### src/rtl/operand_src_sel_if.sv
// operand_src_sel_if
//   Bundles the operand-request handshake, the EX/MEM forwarding candidates
//   and the registered result handshake of operand_src_sel.
//   master : upstream/downstream side (drives requests, out_ready)
//   slave  : operand_src_sel itself
// Signals:
//   in_valid/in_ready           request handshake (in_ready is registered)
//   in_sel, in_data             candidate index and packed candidates
//   in_rs, in_imm_sext          candidate-0 register address, immediate sign mode
//   fwd_ex_*, fwd_mem_*         writeback candidates for forwarding
//   out_valid/out_ready         result handshake
//   out_data, out_fwd, sel_err  result operand, source tag, bad-index pulse
interface operand_src_sel_if #(
    parameter int DATA_W  = 32,
    parameter int NUM_SRC = 4,
    parameter int ADDR_W  = 5
);
    localparam int SEL_W = $clog2(NUM_SRC);

    logic                      in_valid;
    logic                      in_ready;
    logic [SEL_W-1:0]          in_sel;
    logic [NUM_SRC*DATA_W-1:0] in_data;
    logic [ADDR_W-1:0]         in_rs;
    logic                      in_imm_sext;
    logic                      fwd_ex_valid;
    logic [ADDR_W-1:0]         fwd_ex_rd;
    logic [DATA_W-1:0]         fwd_ex_data;
    logic                      fwd_mem_valid;
    logic [ADDR_W-1:0]         fwd_mem_rd;
    logic [DATA_W-1:0]         fwd_mem_data;
    logic                      out_valid;
    logic                      out_ready;
    logic [DATA_W-1:0]         out_data;
    logic [1:0]                out_fwd;
    logic                      sel_err;

    modport master (
        output in_valid, in_sel, in_data, in_rs, in_imm_sext,
               fwd_ex_valid, fwd_ex_rd, fwd_ex_data,
               fwd_mem_valid, fwd_mem_rd, fwd_mem_data, out_ready,
        input  in_ready, out_valid, out_data, out_fwd, sel_err
    );

    modport slave (
        input  in_valid, in_sel, in_data, in_rs, in_imm_sext,
               fwd_ex_valid, fwd_ex_rd, fwd_ex_data,
               fwd_mem_valid, fwd_mem_rd, fwd_mem_data, out_ready,
        output in_ready, out_valid, out_data, out_fwd, sel_err
    );
endinterface

### src/rtl/operand_src_sel.sv
// operand_src_sel
//   Registered EX-stage operand source selector. Chooses one of NUM_SRC
//   candidates (0 = register file with EX/MEM forwarding, NUM_SRC-1 =
//   immediate with sign/zero extension) and delivers it through a
//   valid/ready stage with a one-entry skid buffer, so in_ready is a flop.
// Ports:
//   clk  rising-edge clock
//   rst  asynchronous active-high reset
//   bus  operand_src_sel_if.slave (request, forwarding and result signals)
module operand_src_sel #(
    parameter int DATA_W  = 32,
    parameter int NUM_SRC = 4,
    parameter int ADDR_W  = 5,
    parameter int IMM_W   = 16
) (
    input  logic             clk,
    input  logic             rst,
    operand_src_sel_if.slave bus
);
    localparam int SEL_W = $clog2(NUM_SRC);
    // Bits above the immediate field; filled with the sign bit or zeros.
    localparam logic [DATA_W-1:0] HI_MASK = ~DATA_W'((64'd1 << IMM_W) - 64'd1);

    logic [SEL_W-1:0]  w_sel_raw;
    logic [31:0]       w_sel;
    logic [ADDR_W-1:0] w_rs;
    logic [DATA_W-1:0] w_imm_cand;
    logic [DATA_W-1:0] w_imm;
    logic [DATA_W-1:0] w_data;
    logic [1:0]        w_fwd;
    logic              w_err;
    logic              w_accept;
    logic              w_main_free;
    logic              w_skid_next;

    logic              r_out_valid;
    logic [DATA_W-1:0] r_out_data;
    logic [1:0]        r_out_fwd;
    logic              r_skid_valid;
    logic [DATA_W-1:0] r_skid_data;
    logic [1:0]        r_skid_fwd;
    logic              r_in_ready;
    logic              r_sel_err;

    assign w_sel_raw  = bus.in_sel;
    assign w_sel      = 32'(w_sel_raw);
    assign w_rs       = bus.in_rs;
    assign w_imm_cand = bus.in_data[(NUM_SRC-1)*DATA_W +: DATA_W];
    assign w_imm      = (w_imm_cand & ~HI_MASK) |
                        ((bus.in_imm_sext && w_imm_cand[IMM_W-1]) ? HI_MASK : '0);

    always_comb begin
        w_data = '0;
        w_fwd  = 2'b00;
        w_err  = 1'b0;
        if (w_sel == 32'd0) begin
            // EX is the younger writer, so it wins over MEM.
            if (bus.fwd_ex_valid && (bus.fwd_ex_rd == w_rs)) begin
                w_data = bus.fwd_ex_data;
                w_fwd  = 2'b01;
            end else if (bus.fwd_mem_valid && (bus.fwd_mem_rd == w_rs)) begin
                w_data = bus.fwd_mem_data;
                w_fwd  = 2'b10;
            end else begin
                w_data = bus.in_data[0 +: DATA_W];
            end
        end else if (w_sel == 32'(NUM_SRC - 1)) begin
            w_data = w_imm;
        end else if (w_sel >= 32'(NUM_SRC)) begin
            w_err = 1'b1;
        end else begin
            for (int unsigned k = 1; k < NUM_SRC - 1; k++) begin
                if (w_sel == k) begin
                    w_data = bus.in_data[k*DATA_W +: DATA_W];
                end
            end
        end
    end

    assign w_accept    = bus.in_valid && r_in_ready;
    assign w_main_free = !r_out_valid || bus.out_ready;
    // Skid empties whenever main frees up (its entry moves over); otherwise
    // it fills on an accept that main cannot take.
    assign w_skid_next = w_main_free ? 1'b0 : (r_skid_valid || w_accept);

    always_ff @(posedge clk or posedge rst) begin
        if (rst) begin
            r_out_valid  <= 1'b0;
            r_out_data   <= '0;
            r_out_fwd    <= 2'b00;
            r_skid_valid <= 1'b0;
            r_skid_data  <= '0;
            r_skid_fwd   <= 2'b00;
            r_in_ready   <= 1'b1;
            r_sel_err    <= 1'b0;
        end else begin
            r_sel_err <= w_accept && w_err;
            if (w_main_free) begin
                // A full skid implies in_ready is low, so no accept collides here.
                if (r_skid_valid) begin
                    r_out_valid  <= 1'b1;
                    r_out_data   <= r_skid_data;
                    r_out_fwd    <= r_skid_fwd;
                    r_skid_valid <= 1'b0;
                end else begin
                    r_out_valid <= w_accept;
                    if (w_accept) begin
                        r_out_data <= w_data;
                        r_out_fwd  <= w_fwd;
                    end
                end
            end else if (w_accept) begin
                r_skid_valid <= 1'b1;
                r_skid_data  <= w_data;
                r_skid_fwd   <= w_fwd;
            end
            r_in_ready <= !w_skid_next;
        end
    end

    assign bus.in_ready  = r_in_ready;
    assign bus.out_valid = r_out_valid;
    assign bus.out_data  = r_out_data;
    assign bus.out_fwd   = r_out_fwd;
    assign bus.sel_err   = r_sel_err;
endmodule

### src/flat_wrapper.sv
// flat-port wrapper written by rule: the top's interface ports become plain ports
module operand_src_sel_flat 
#(
    parameter int DATA_W  = 32,
    parameter int NUM_SRC = 4,
    parameter int ADDR_W  = 5,
    parameter int IMM_W   = 16
)
  (clk, rst, bus_in_valid, bus_in_sel, bus_in_data, bus_in_rs, bus_in_imm_sext, bus_fwd_ex_valid, bus_fwd_ex_rd, bus_fwd_ex_data, bus_fwd_mem_valid, bus_fwd_mem_rd, bus_fwd_mem_data, bus_out_ready, bus_in_ready, bus_out_valid, bus_out_data, bus_out_fwd, bus_sel_err);
  operand_src_sel_if #(.DATA_W(DATA_W), .NUM_SRC(NUM_SRC), .ADDR_W(ADDR_W)) bus_i ();
  input  logic clk;
  input  logic rst;
  input wire logic [$bits(bus_i.in_valid)-1:0] bus_in_valid;
  input wire logic [$bits(bus_i.in_sel)-1:0] bus_in_sel;
  input wire logic [$bits(bus_i.in_data)-1:0] bus_in_data;
  input wire logic [$bits(bus_i.in_rs)-1:0] bus_in_rs;
  input wire logic [$bits(bus_i.in_imm_sext)-1:0] bus_in_imm_sext;
  input wire logic [$bits(bus_i.fwd_ex_valid)-1:0] bus_fwd_ex_valid;
  input wire logic [$bits(bus_i.fwd_ex_rd)-1:0] bus_fwd_ex_rd;
  input wire logic [$bits(bus_i.fwd_ex_data)-1:0] bus_fwd_ex_data;
  input wire logic [$bits(bus_i.fwd_mem_valid)-1:0] bus_fwd_mem_valid;
  input wire logic [$bits(bus_i.fwd_mem_rd)-1:0] bus_fwd_mem_rd;
  input wire logic [$bits(bus_i.fwd_mem_data)-1:0] bus_fwd_mem_data;
  input wire logic [$bits(bus_i.out_ready)-1:0] bus_out_ready;
  output wire logic [$bits(bus_i.in_ready)-1:0] bus_in_ready;
  output wire logic [$bits(bus_i.out_valid)-1:0] bus_out_valid;
  output wire logic [$bits(bus_i.out_data)-1:0] bus_out_data;
  output wire logic [$bits(bus_i.out_fwd)-1:0] bus_out_fwd;
  output wire logic [$bits(bus_i.sel_err)-1:0] bus_sel_err;
  assign bus_i.in_valid = bus_in_valid;
  assign bus_i.in_sel = bus_in_sel;
  assign bus_i.in_data = bus_in_data;
  assign bus_i.in_rs = bus_in_rs;
  assign bus_i.in_imm_sext = bus_in_imm_sext;
  assign bus_i.fwd_ex_valid = bus_fwd_ex_valid;
  assign bus_i.fwd_ex_rd = bus_fwd_ex_rd;
  assign bus_i.fwd_ex_data = bus_fwd_ex_data;
  assign bus_i.fwd_mem_valid = bus_fwd_mem_valid;
  assign bus_i.fwd_mem_rd = bus_fwd_mem_rd;
  assign bus_i.fwd_mem_data = bus_fwd_mem_data;
  assign bus_i.out_ready = bus_out_ready;
  assign bus_in_ready = bus_i.in_ready;
  assign bus_out_valid = bus_i.out_valid;
  assign bus_out_data = bus_i.out_data;
  assign bus_out_fwd = bus_i.out_fwd;
  assign bus_sel_err = bus_i.sel_err;
  operand_src_sel #(.DATA_W(DATA_W), .NUM_SRC(NUM_SRC), .ADDR_W(ADDR_W), .IMM_W(IMM_W)) u_core (.clk(clk), .rst(rst), .bus(bus_i));
endmodule
### config.mk
export PLATFORM = sky130hd
export DESIGN_NAME = operand_src_sel_flat
export DESIGN_NICKNAME = d
export VERILOG_FILES = /design/src/rtl/operand_src_sel_if.sv /design/src/rtl/operand_src_sel.sv /design/src/flat_wrapper.sv
export SDC_FILE = /design/constraint.sdc
export NUM_CORES = 1
export LEC_CHECK = 0
export ABC_AREA = 1
export BUFFER_PORTS_ARGS = -buffer_cell sky130_fd_sc_hd__buf_2
export CORE_MARGIN = 1.5
export CORE_UTILIZATION = 48
export CTS_BUF_LIST = sky130_fd_sc_hd__clkbuf_8
export DETAILED_ROUTE_END_ITERATION = 10
export PLACE_DENSITY = 0.93
export REMOVE_ABC_BUFFERS = 1
export SLEW_MARGIN = 25
export SYNTH_ARGS = -nofsm -noshare
export SYNTH_HDL_FRONTEND = slang
export SYNTH_SLANG_ARGS = --single-unit
### constraint.sdc
create_clock -name clk -period 2.8 [get_ports clk]
set_input_delay 0.56 -clock clk [delete_from_list [all_inputs] [get_ports clk]]
set_output_delay 0.56 -clock clk [all_outputs]
set_load 0.1 [all_outputs]
### Word level (Yosys, flattened, before mapping)

Cells that the tools add are included.
W data, S select, Z words.

| cells by class | value |
|---|---|
| shift-type cells | 0 |
| bitwise gates (word level) | 2 |
| $add $sub $neg | 0 |
| equal/unequal tests | 5 |
| reductions and logical operators | 14 |
| multiplexer cells | 22 |
| multipliers | 0 |
| $lt $le $gt $ge | 1 |
| div/mod/pow operators | 0 |

Operators with widths:

| cell | number |
|---|---|
| $mux W32 | 10 |
| $logic_not A32 Y1 | 1 |
| $or A16 B32 Y32 | 1 |
| $eq A5 B5 Y1 | 2 |
| $mux W2 | 5 |
| $mux W1 | 7 |
| $logic_and A1 B1 Y1 | 5 |
| $eq A2 B2 Y1 const B | 2 |
| $reduce_and A2 Y1 | 2 |
| $reduce_bool A2 Y1 | 2 |
| $ge A2 B3 Y1 const B | 1 |
| $eq A2 B1 Y1 const B | 1 |
| $logic_not A1 Y1 | 2 |
| $logic_or A1 B1 Y1 | 2 |
| $not A1 Y1 | 1 |

| storage, ports and cells | value |
|---|---|
| memory bits (read-only) | 0 |
| latch bits | 0 |
| word-level logic and storage cells | 52 |
| register bits | 72 |
| memories | 0 |
| memory bits (writable) | 0 |
| output and inout port bits | 37 |

### Longest topological paths before layout

| depth | value |
|---|---|
| depth in word-level cells | 8 |
| depth in mapped cells | 12 |
| depth with buffers taken out | 11 |

### Worst setup path before layout

Ideal clock, no wire load.

| timing | value |
|---|---|
| path type | register to register |
| start point | register u_core.r_out_valid, in the netlist u_core.bus.out_valid |
| end point | register u_core.r_skid_data[0] |
| arrival time | 1876 ps |
| setup slack | 789 ps |
| data required time | 2665 ps |
| path buffers | 2 |
| stages on the path, launching flop included | 8 |
| cell sequence | dfrtp_1 inv_1 nor2_1 inv_2 nor2_1 buf_2 clkbuf_1 a31oi_1 |

| on the way | value |
|---|---|
| longest elaborated chain between the ends | 4 |

RTL lines:

| item | line | RTL |
|---|---|---|
| from (decl) | operand_src_sel.sv:36 | `logic r_out_valid;` |
| from (signal assigned) | operand_src_sel.sv:106 | `r_out_valid <= w_accept;` |
| $logic_not A1 Y1 | operand_src_sel.sv:81 | `assign w_main_free = !r_out_valid \|\| bus.out_ready;` |
| $logic_or A1 B1 Y1 | operand_src_sel.sv:81 |  |
| $not A1 Y1 (no line) | -- |  |
| $reduce_and A2 Y1 (no line) | -- |  |
| to (signal assigned) | operand_src_sel.sv:114 | `r_skid_data <= w_data;` |
| to (decl) | operand_src_sel.sv:40 | `logic [DATA_W-1:0] r_skid_data;` |

No other way between the ends.
A chain may end at the register's enable or synchronous reset.

### Worst setup path after layout

| timing | value |
|---|---|
| start point | input bus_in_rs[3] |
| end point | register u_core.r_out_data[5], in the netlist u_core.bus.out_data[5] |

| on the way | value |
|---|---|
| longest elaborated chain between the ends | 7 |
| elaborated cells on any way between the ends | 9 |
| classes of those cells | eq/ne: 2; mux: 5; reduce/logical: 2 |

RTL lines:

| item | line | RTL |
|---|---|---|
| from (decl) | flat_wrapper.sv:16 | `input wire logic [$bits(bus_i.in_rs)-1:0] bus_in_rs;` |
| $eq A5 B5 Y1 | operand_src_sel.sv:61 | `end else if (bus.fwd_mem_valid && (bus.fwd_mem_rd == w_rs)) begin` |
| $logic_and A1 B1 Y1 | operand_src_sel.sv:61 |  |
| $mux W32 | operand_src_sel.sv:61 |  |
| $mux W32 * | operand_src_sel.sv:58 | `if (bus.fwd_ex_valid && (bus.fwd_ex_rd == w_rs)) begin` |
| $mux W32 * | operand_src_sel.sv:56 | `if (w_sel == 32'd0) begin` |
| $mux W32 * | operand_src_sel.sv:107 | `if (w_accept) begin` |
| $mux W32 * | operand_src_sel.sv:100 | `if (r_skid_valid) begin` |
| to (signal assigned) | operand_src_sel.sv:102 | `r_out_data <= r_skid_data;` |
| to (signal assigned) | operand_src_sel.sv:108 | `r_out_data <= w_data;` |
| to (decl) | operand_src_sel.sv:37 | `logic [DATA_W-1:0] r_out_data;` |

Mark *: on every way between the ends. The rest lies on a longest branch, timed or not. The select of a mux whose other input is x is not followed.

==> key figures <==
Outcome
  • Outcome: complete, no violations

Pwr
  • PD cells: 692 nW/um^2
  • Peak supply drop: 0.421 mV
  • Leakage power: 3.89 nW

Worst setup path
  • Crit path largest cell delay: 0.49 ns
  • CP Launch Type: input port
  • Worst setup path class: input port to flop
  • CP max FO: 33
  • Crit-path cells: buf_2, inv_2, nand2_1, nand2_2, nor2_4, nand3_4, nand2_1, nand2_1, nand2_1, nand3_1, nand2_1, nand2_1
  • Worst setup EP type: flop
  • Critical path's slowest cell: nand3_4
  • Most used cell along the critical path: nand2_1
  • Crit path DAT: 2.32 ns
  • Worst path required time: between 3 and 4 ns

Detailed routing
  • Aggregate routed wire length: 15.0 mm
  • Post-route ant nets: 0
  • Initial drt markers: 320
  • Drc violations: 0
  • Detailed Routing Iterations Pass 1: 6
  • Via count: 5,977
  • DR WL/cell: approximately 13 um
  • Via density: 5.07

Yosys
  • Ranking of synthesized cells by area: dfrtp_1, nand2_1, nor2_1, nand3_1, inv_1
  • YS warnings: 0
  • Syn avg cell area: 6.06 um^2
  • Cell Area, Synth: 4990 um^2
  • Register area share after synthesis: between 30% and 40%
  • Flops & latches, synth: 71
  • Commonest cells post-synth: nand2_1, nor2_1, inv_1
  • Main synth FF type: dfrtp_1
  • Most common cell in the synthesized netlist: nand2_1
  • FFs w/ async S/R, synth: 100%
  • Synth area leader: dfrtp_1
  • Cells after Synth: 824
  • Synth cell types: 25
  • Yosys top cell area share: 35.1%
  • Number of synthesized flops with an enable pin: 0

GRT
  • Vias in the first global route: 5,757
  • First-pass GRT wire length: around 25 mm
  • Tot GR Track Use: between 20% and 30%
  • Largest net degree at the start of global routing: 67
  • Initial antenna violation count: 0
  • Total grt overflow: 0

Clock tree
  • CTS Buf Count: 9
  • Clock tree from TritonCTS: built
  • H-tree depth: 3
  • Cts hold-fix bufs: 0
  • Post_cts resized: 0
  • Post-CTS setup buffers: 0
  • Clk pin slew, worst setup/hold paths: 0.08 ns
  • # clock sinks: 71
  • CTS Buffer Depth: 2
  • Clock root cell: clkbuf_8
  • Worst-Skew Late Latency: 0.33 ns

Floorplan
  • Initial Util: 48.8%
  • Rows: 37
  • DIE HEIGHT: about 110 um
  • Core area: 10,200 um^2
  • I/O pin count: about 250
  • Die width: between 100 and 150 um
  • Total die area: 11,000 um^2

STA
  • Hold WS: 0.308 ns
  • Max_slew headroom: between 40% and 50%
  • Crit path time final: 2.10 ns
  • RSZ-0062 raised after global routing: no
  • Pins Over Slew Limit: 0
  • Fmax: 476 MHz
  • Endpoints failing hold: 0
  • Worst Skew: around 0.009 ns
  • Final setup viols: 0
  • Tightest Pin Transition: between 0.8 and 0.9 ns
  • Fin crit share: 75.0%

Cells and area
  • Final core occ: between 60 and 70%
  • # nets final: 1,254
  • Area grow syn2layout: 29.0%
  • Fillers: 996
  • Share of cells above drive strength 1: 27.4%
  • Antenna cells: 0

Hold path
  • Tightest Hold Check Type: input port to asynchronous set/reset pin

Place
  • Input/output buffers: 235
  • Routability cong.: between 0.8 and 0.9
  • Post-DP HPWL: 10.9 mm

Flow run
  • Max Cap Viol: 0
[path summary, 6_finish.rpt]
kind,startpoint,to,slack [ns],cells past startpoint
setup / recovery,bus_in_rs[3],u_core.bus.out_data[5],0.70,12
hold / removal,rst,u_core.r_skid_data[30],0.31,3
setup reg to reg,u_core.r_skid_valid,u_core.bus.out_data[21],0.93,7
hold reg to reg,u_core.bus.out_data[13],u_core.bus.out_data[13],0.48,2
max in group asynchronous,rst,u_core.r_skid_data[6],2.09,3
min in group clk,u_core.bus.out_data[13],u_core.bus.out_data[13],0.48,2
[area by class of cell]
class	instances	area (um^2)	share of cell area [%]
Clock inverter	6	52.6	0.816
Timing Repair Buffer	250	1310	20.4
Sequential cell	71	1780	27.6
Clock buffer	10	138	2.14
Tap cell	136	170	2.64
Inverter	92	345	5.36
Multi-Input combinational cell	614	2640	41.0
[metal layers]
| metal | GRT usage (%) | wire length (um) | vias to the layer above |
|---|---|---|---|
| met5 | 0 | 0 | - |
| met3 | 4.68 | 1200 | 28 |
| met2 | 51.0 | 7590 | 272 |
| li1 | - | - | 2988 |
| met1 | 30.4 | 5910 | 2689 |
| met4 | 12.1 | 322 | 0 |
[through the flow]
stage	instances	instance area (um^2)	setup WS (ns)	setup TNS [ns]	power, mW
CTS	1179	6440	0.737	0	4.48
global placement	1163	6250	0.421	0	3.63
floorplan	777	4750	-0.966	-27.77	3.15
global route	1179	6440	0.542	0	4.69
detailed placement	1163	6250	0.383	0	3.67
finish	1179	6440	0.699	0	4.45
[placed cells by master (no fill, tap or decap)]
cell,count
nor2_4,4
inv_1,86
nand3_4,1
inv_2,8
nand2_2,3
dfrtp_1,70
nor2_2,4
dfstp_2,1
clkinv_2,3
nand4_1,32
buf_2,235
o21ai_0,3
a21oi_1,14
nand3_1,76
nand2_1,307
o21a_1,1
o21ai_1,10
a31oi_1,21
bufinv_16,1
buf_12,2
conb_1,1
o211ai_1,1
nand4_2,1
buf_4,13
nor2_1,135
clkbuf_8,10
[flip-flops by register name (all words and copies together), names as in the netlist]
name / flops
u_core.bus.in_ready: 1
u_core.bus.out_data: 32
u_core.bus.out_fwd: 2
u_core.bus.out_valid: 1
u_core.r_skid_data: 32
u_core.r_skid_fwd: 2
u_core.r_skid_valid: 1
[critical path: cells and delay by family]
family,cells,cell delay [ns]
buf+inv,2,0.14
simple gates,10,1.59
[power by group]
part           internal, mW  leakage [nW]  switching, mW
sequential             1.31         0.858          0.141
clock                 0.425         0.108          0.369
combinational         0.477          2.92           1.73
total                  2.21          3.89           2.25
[cell families (layout without fill, tap and decap cells)]
family,after synthesis,in the layout,synth area share [%]
buffers and inverters,139,358,11.8
DFF,71,71,35.6
and+or+nand+nor,563,563,46.9
AOI/OAI and AO/OA,50,50,5.64
other,1,1,0.0751
(Power assumes the default switching activity.)
